### src/rtl/req_rr_arbiter.sv
// ---------------------------------------------------------------------------
// req_rr_arbiter
//   Upstream stage of the 8-to-3 one-hot encoder. Sticky request pulses from
//   eight sources are collected in a pending vector. A round-robin search
//   picks one pending source and presents it as a registered one-hot grant.
//   The grant is held until the consumer acknowledges it.
//
// Ports
//   clk         : system clock; all state changes on the rising edge
//   rst         : asynchronous, active-high reset
//   req[N-1:0]  : request pulses, one bit per source
//   ack         : consumer took the current grant (used only while grant_valid)
//   grant       : registered one-hot grant, all-zero when grant_valid=0
//   grant_valid : high while grant holds a live one-hot value
//   pending     : registered sticky pending-request vector
//   miss_cnt    : saturating count of cycles with at least one collided request
// ---------------------------------------------------------------------------
module req_rr_arbiter #(
  parameter int N     = 8,
  parameter int CNT_W = 8
) (
  input  logic             clk,
  input  logic             rst,
  input  logic [N-1:0]     req,
  input  logic             ack,
  output logic [N-1:0]     grant,
  output logic             grant_valid,
  output logic [N-1:0]     pending,
  output logic [CNT_W-1:0] miss_cnt
);

  typedef enum logic {
    IDLE  = 1'b0,
    GRANT = 1'b1
  } state_t;

  state_t             r_state;
  state_t             w_state_next;
  logic [N-1:0]       r_pending;
  logic [N-1:0]       w_pending_next;
  logic [N-1:0]       r_grant;
  logic [N-1:0]       w_grant_next;
  logic               r_grant_valid;
  logic               w_grant_valid_next;
  logic [2:0]         r_gnt_idx;
  logic [2:0]         w_gnt_idx_next;
  logic [2:0]         r_ptr;
  logic [2:0]         w_ptr_next;
  logic [CNT_W-1:0]   r_miss_cnt;

  logic [N-1:0]       w_clr;
  logic [N-1:0]       w_collide_bits;
  logic               w_collide;
  logic               w_found;
  logic [2:0]         w_win_idx;
  logic [2:0]         w_cand;

  // Only a live, acknowledged grant clears its pending bit.
  assign w_clr = (ack && r_grant_valid) ? r_grant : '0;

  // A request arriving on the bit being cleared survives (req ORed last).
  assign w_pending_next = (r_pending & ~w_clr) | req;

  // A collision is a request on a bit that is already pending and not being
  // cleared this edge: that pulse carries no new information and is lost.
  generate
    for (genvar gi = 0; gi < N; gi++) begin : g_collide
      assign w_collide_bits[gi] = req[gi] & r_pending[gi] & ~w_clr[gi];
    end
  endgenerate

  assign w_collide = |w_collide_bits;

  // Round-robin search over the registered pending vector, starting one past
  // the last granted index. k=8 wraps back to ptr itself, so a lone request
  // on the previously granted bit is still found.
  always_comb begin
    w_found   = 1'b0;
    w_win_idx = '0;
    w_cand    = '0;
    for (int k = 1; k <= N; k++) begin
      w_cand = r_ptr + 3'(k);
      if (!w_found && r_pending[w_cand]) begin
        w_found   = 1'b1;
        w_win_idx = w_cand;
      end
    end
  end

  // Next-state and next-output logic.
  always_comb begin
    w_state_next       = r_state;
    w_grant_next       = r_grant;
    w_grant_valid_next = r_grant_valid;
    w_gnt_idx_next     = r_gnt_idx;
    w_ptr_next         = r_ptr;
    case (r_state)
      IDLE: begin
        w_grant_next       = '0;
        w_grant_valid_next = 1'b0;
        if (w_found) begin
          w_grant_next       = N'(1) << w_win_idx;
          w_grant_valid_next = 1'b1;
          w_gnt_idx_next     = w_win_idx;
          w_state_next       = GRANT;
        end
      end
      GRANT: begin
        if (ack) begin
          w_ptr_next         = r_gnt_idx;
          w_grant_next       = '0;
          w_grant_valid_next = 1'b0;
          w_state_next       = IDLE;
        end
      end
      default: begin
        w_state_next       = IDLE;
        w_grant_next       = '0;
        w_grant_valid_next = 1'b0;
      end
    endcase
  end

  always_ff @(posedge clk or posedge rst) begin
    if (rst) begin
      r_state       <= IDLE;
      r_pending     <= '0;
      r_grant       <= '0;
      r_grant_valid <= 1'b0;
      r_gnt_idx     <= '0;
      r_ptr         <= 3'd7;
      r_miss_cnt    <= '0;
    end else begin
      r_state       <= w_state_next;
      r_pending     <= w_pending_next;
      r_grant       <= w_grant_next;
      r_grant_valid <= w_grant_valid_next;
      r_gnt_idx     <= w_gnt_idx_next;
      r_ptr         <= w_ptr_next;
      // Saturate rather than wrap.
      if (w_collide && (r_miss_cnt != {CNT_W{1'b1}})) begin
        r_miss_cnt <= r_miss_cnt + 1'b1;
      end
    end
  end

  assign grant       = r_grant;
  assign grant_valid = r_grant_valid;
  assign pending     = r_pending;
  assign miss_cnt    = r_miss_cnt;

endmodule

### config.mk
export PLATFORM = sky130hd
export DESIGN_NAME = req_rr_arbiter
export DESIGN_NICKNAME = d
export VERILOG_FILES = /design/src/rtl/req_rr_arbiter.sv
export SDC_FILE = /design/constraint.sdc
export NUM_CORES = 1
export LEC_CHECK = 0
export ABC_AREA = 1
export BUFFER_PORTS_ARGS = -buffer_cell sky130_fd_sc_hd__buf_2
export CORE_ASPECT_RATIO = 1.75
export CORE_MARGIN = 4
export CORE_UTILIZATION = 45
export DETAILED_ROUTE_END_ITERATION = 10
export MAX_ROUTING_LAYER = met4
export PLACE_DENSITY = 0.66
export SLEW_MARGIN = 20
export SYNTH_ARGS = -nofsm -noshare
export SYNTH_HDL_FRONTEND = slang
export SYNTH_SLANG_ARGS = --single-unit
### constraint.sdc
create_clock -name clk -period 6.1 [get_ports clk]
set_input_delay 1.22 -clock clk [delete_from_list [all_inputs] [get_ports clk]]
set_output_delay 1.22 -clock clk [all_outputs]
set_load 0.05 [all_outputs]
==> results.tsv <==
metric	value	unit
setup_viol	0	
start_util	47.38	%
fin_skew	0.006608	ns
path_class	reg2reg	
fmax	320.4	MHz
clk_latency	0.28	ns
final.setup.tns	0	ns
gp_congestion	0.9955	
path_cells	inv_2 > ha_1 > inv_1 > nand3_1 > nand3_1 > nand2_4 > nor2_8 > nand2_1 > nor2_1 > nand3_1 > nand2_1 > nor2_1 > nand3_1 > nor2_1 > nand3_1 > nand2_1	
antenna_found_initial	0	
min_path_type	reg2reg	
grt_pass1_wl	9556	um
hold_depth	2	
crit_required	6.28	ns
yosys_warnings	0	
pin_count	36	
crit_family	simple AND/OR/NAND/NOR gates	
drv_slew	0	
cts_root_buf	clkbuf_8	
placement_rows	33	
ctsHoldBuffers	0	
synth.area.top_cells	dfrtp_1, nand2_1, nand3_1	
crit_arrival	3.30	ns
cts_buffers	5	
synth-compound-area-share	5.673	%
reg2reg_depth	16	
avgSynthCellArea	7.524	um2
synth.distinct_cells	37	
drt_pass1_iterations	4	
placed_cells	380	
ctsLongestPathBuffers	2	
cp_max_fo	15	
grt_max_degree	33	
cp-start-kind	flop	
synthFlopType	dfrtp_1	
coreArea	4748	um2
path_common_cell	nand3_1	
worst_slew_margin_rel	41.19	%
clk_pin_slew	0.07	ns
synth_xor_area_share	4.227	%
hp-start	r_gnt_idx[0]	
critPathBufInv	2	
layout.cells.non_filler	388	
synth_edf_count	0	
drc	0	
cpMaxStageDelayCell	dfstp_2	
async_flop_share	100.0	%
maxCapViolations	0	
synth_area	2250	um2
dpl.hpwl	4577	um
synth-seq-cells	32	
grt_use_total	21.12	%
wirelength	5761	um
yosysTopAreaCellShare	32.26	%
r2r_end	grant[2]	
fp.dieH	101.5	um
synthMuxAreaShare	1.001	%
reg2reg_slack	2.98	ns
outcome	complete, no violations	
yosys.area_share.simple	44.10	%
fin_nets	349	
synth_area_leader_cell	dfrtp_1	
finalCriticalPeriod	3.121	ns
drive_above_1_share	23.81	%
tightest_slew	0.8747	ns
grt_setup_unrepaired	no	
synthAdderAreaFrac	1.669	%
wl_per_cell	14.85	um
holdWs	0.4960	ns
vias	2088	
fin_crit_sh	51.16	%
diodes	0	
utilization	53.47	%
drt_iter0_markers	63	
die_w	61.45	um
ant_nets	0	
postCtsResizedCells	0	
reg2reg_from	r_ptr[0]	
dieArea	6239	um2
end_kind	flop	
viasPerCell	5.381	
htree_num_levels	2	
post_cts_buffers	0	
syn_inst	299	
finalHoldViolations	0	
slowest_delay	0.70	ns
synth_nets	313	
cts_tree	yes	
grt_pass1_vias	2076	
syn_to_final_growth	12.85	%
portBuffers	35	
grt.overflow.total	0	
cts.sinks	32	
holdPathEnd	r_gnt_idx[0]	
ys_seq_area_share	35.76	%
synth_top_family_by_area	simple AND/OR/NAND/NOR gates	
flip-flops by register name, indices dropped and copies added, names as in the netlist:
register	count
grant_valid	1
r_ptr	3
pending	8
grant	8
r_state	1
miss_cnt	8
r_gnt_idx	3
routing by layer:
| layer | wire length [um] | GRT usage (%) | vias to the layer above | part of all wire (%) |
|---|---|---|---|---|
| met5 | 0 | - | - | 0 |
| met4 | 177 | 9.967 | 0 | 3.1 |
| met3 | 151 | 2.423 | 15 | 2.6 |
| met1 | 2219 | 23.21 | 979 | 39 |
| li1 | - | - | 1056 | - |
| met2 | 3213 | 36.54 | 38 | 56 |
synthesized netlist by cell type (2+ instances only):
cell type / count
nand2_4: 6
nand2_1: 90
nand3_1: 44
xor2_1: 7
nor2_1: 18
nor2_2: 3
a21o_1: 3
buf_6: 3
nand4_1: 10
dfrtp_1: 29
o21ai_0: 8
ha_1: 3
nor3_1: 5
o22ai_1: 2
nand2_2: 4
dfstp_2: 3
xnor2_1: 2
mux2_2: 2
buf_4: 2
inv_1: 25
nand3_2: 9
o21ai_1: 2
a21oi_1: 2
inv_2: 3
buf_2: 2
metrics by stage:
step                      setup slack (ns)  cell area (um2)
after floorplan                      3.353             2250
after global placement               2.982             2439
after detailed placement             3.004             2439
after CTS                            2.997             2539
after global routing                 2.704             2539
final                                2.979             2539
layout make-up:
type / count / area, um2
Fill cell: 471 / 2210
Inverter: 29 / 111.4
Sequential cell: 32 / 804.5
Clock buffer: 8 / 100.1
Multi-Input combinational cell: 231 / 1275
Timing Repair Buffer: 36 / 182.7
Tap cell: 52 / 65.06
worst max path at each step:
stage             endpoint  cells after the start      from
2_1_floorplan  miss_cnt[1]                      6       ack
3_3_place_gp   miss_cnt[3]                      7       ack
3_5_place_dp      grant[2]                     16  r_ptr[0]
4_1_cts           grant[2]                     16  r_ptr[0]
5_1_grt           grant[2]                     16  r_ptr[0]
6_report          grant[2]                     16  r_ptr[0]
worst register-to-register path, stage by stage, from the launching register on:
cell	delay [ns]
dfstp_2	0.70
inv_2	0.21
ha_1	0.46
inv_1	0.20
nand3_1	0.12
nand3_1	0.14
nand2_4	0.11
nor2_8	0.17
nand2_1	0.08
nor2_1	0.20
nand3_1	0.12
nand2_1	0.09
nor2_1	0.05
nand3_1	0.16
nor2_1	0.06
nand3_1	0.10
nand2_1	0.05
cell families (layout without fill, tap and decap cells):
family | after synthesis | after routing
AOI/OAI and AO/OA | 21 | 21
xor gates and xnor gates | 10 | 10
adders and majority gates | 3 | 3
buffers and inverters | 36 | 73
DFF | 32 | 32
muxes | 2 | 2
and+or+nand+nor | 195 | 195
placed cells by master (no fill, tap or decap), types with 2 or more instances in the layout:
cell type	count
nor2_1	18
nor2_2	3
o21ai_0	8
nand4_1	10
nand3_2	9
buf_2	35
inv_1	25
clkbuf_8	7
mux2_2	2
o21ai_1	2
dfstp_2	3
xor2_1	7
inv_2	3
nand2_4	6
nor3_1	5
xnor2_1	2
nand2_2	4
ha_1	3
nand3_1	44
nand2_1	90
a21o_1	3
dfrtp_1	29
o22ai_1	2
a21oi_1	2
Power is left out: the tool's default activity adds up to more than one toggle a clock period on the data nets, which glitch-free logic cannot reach.
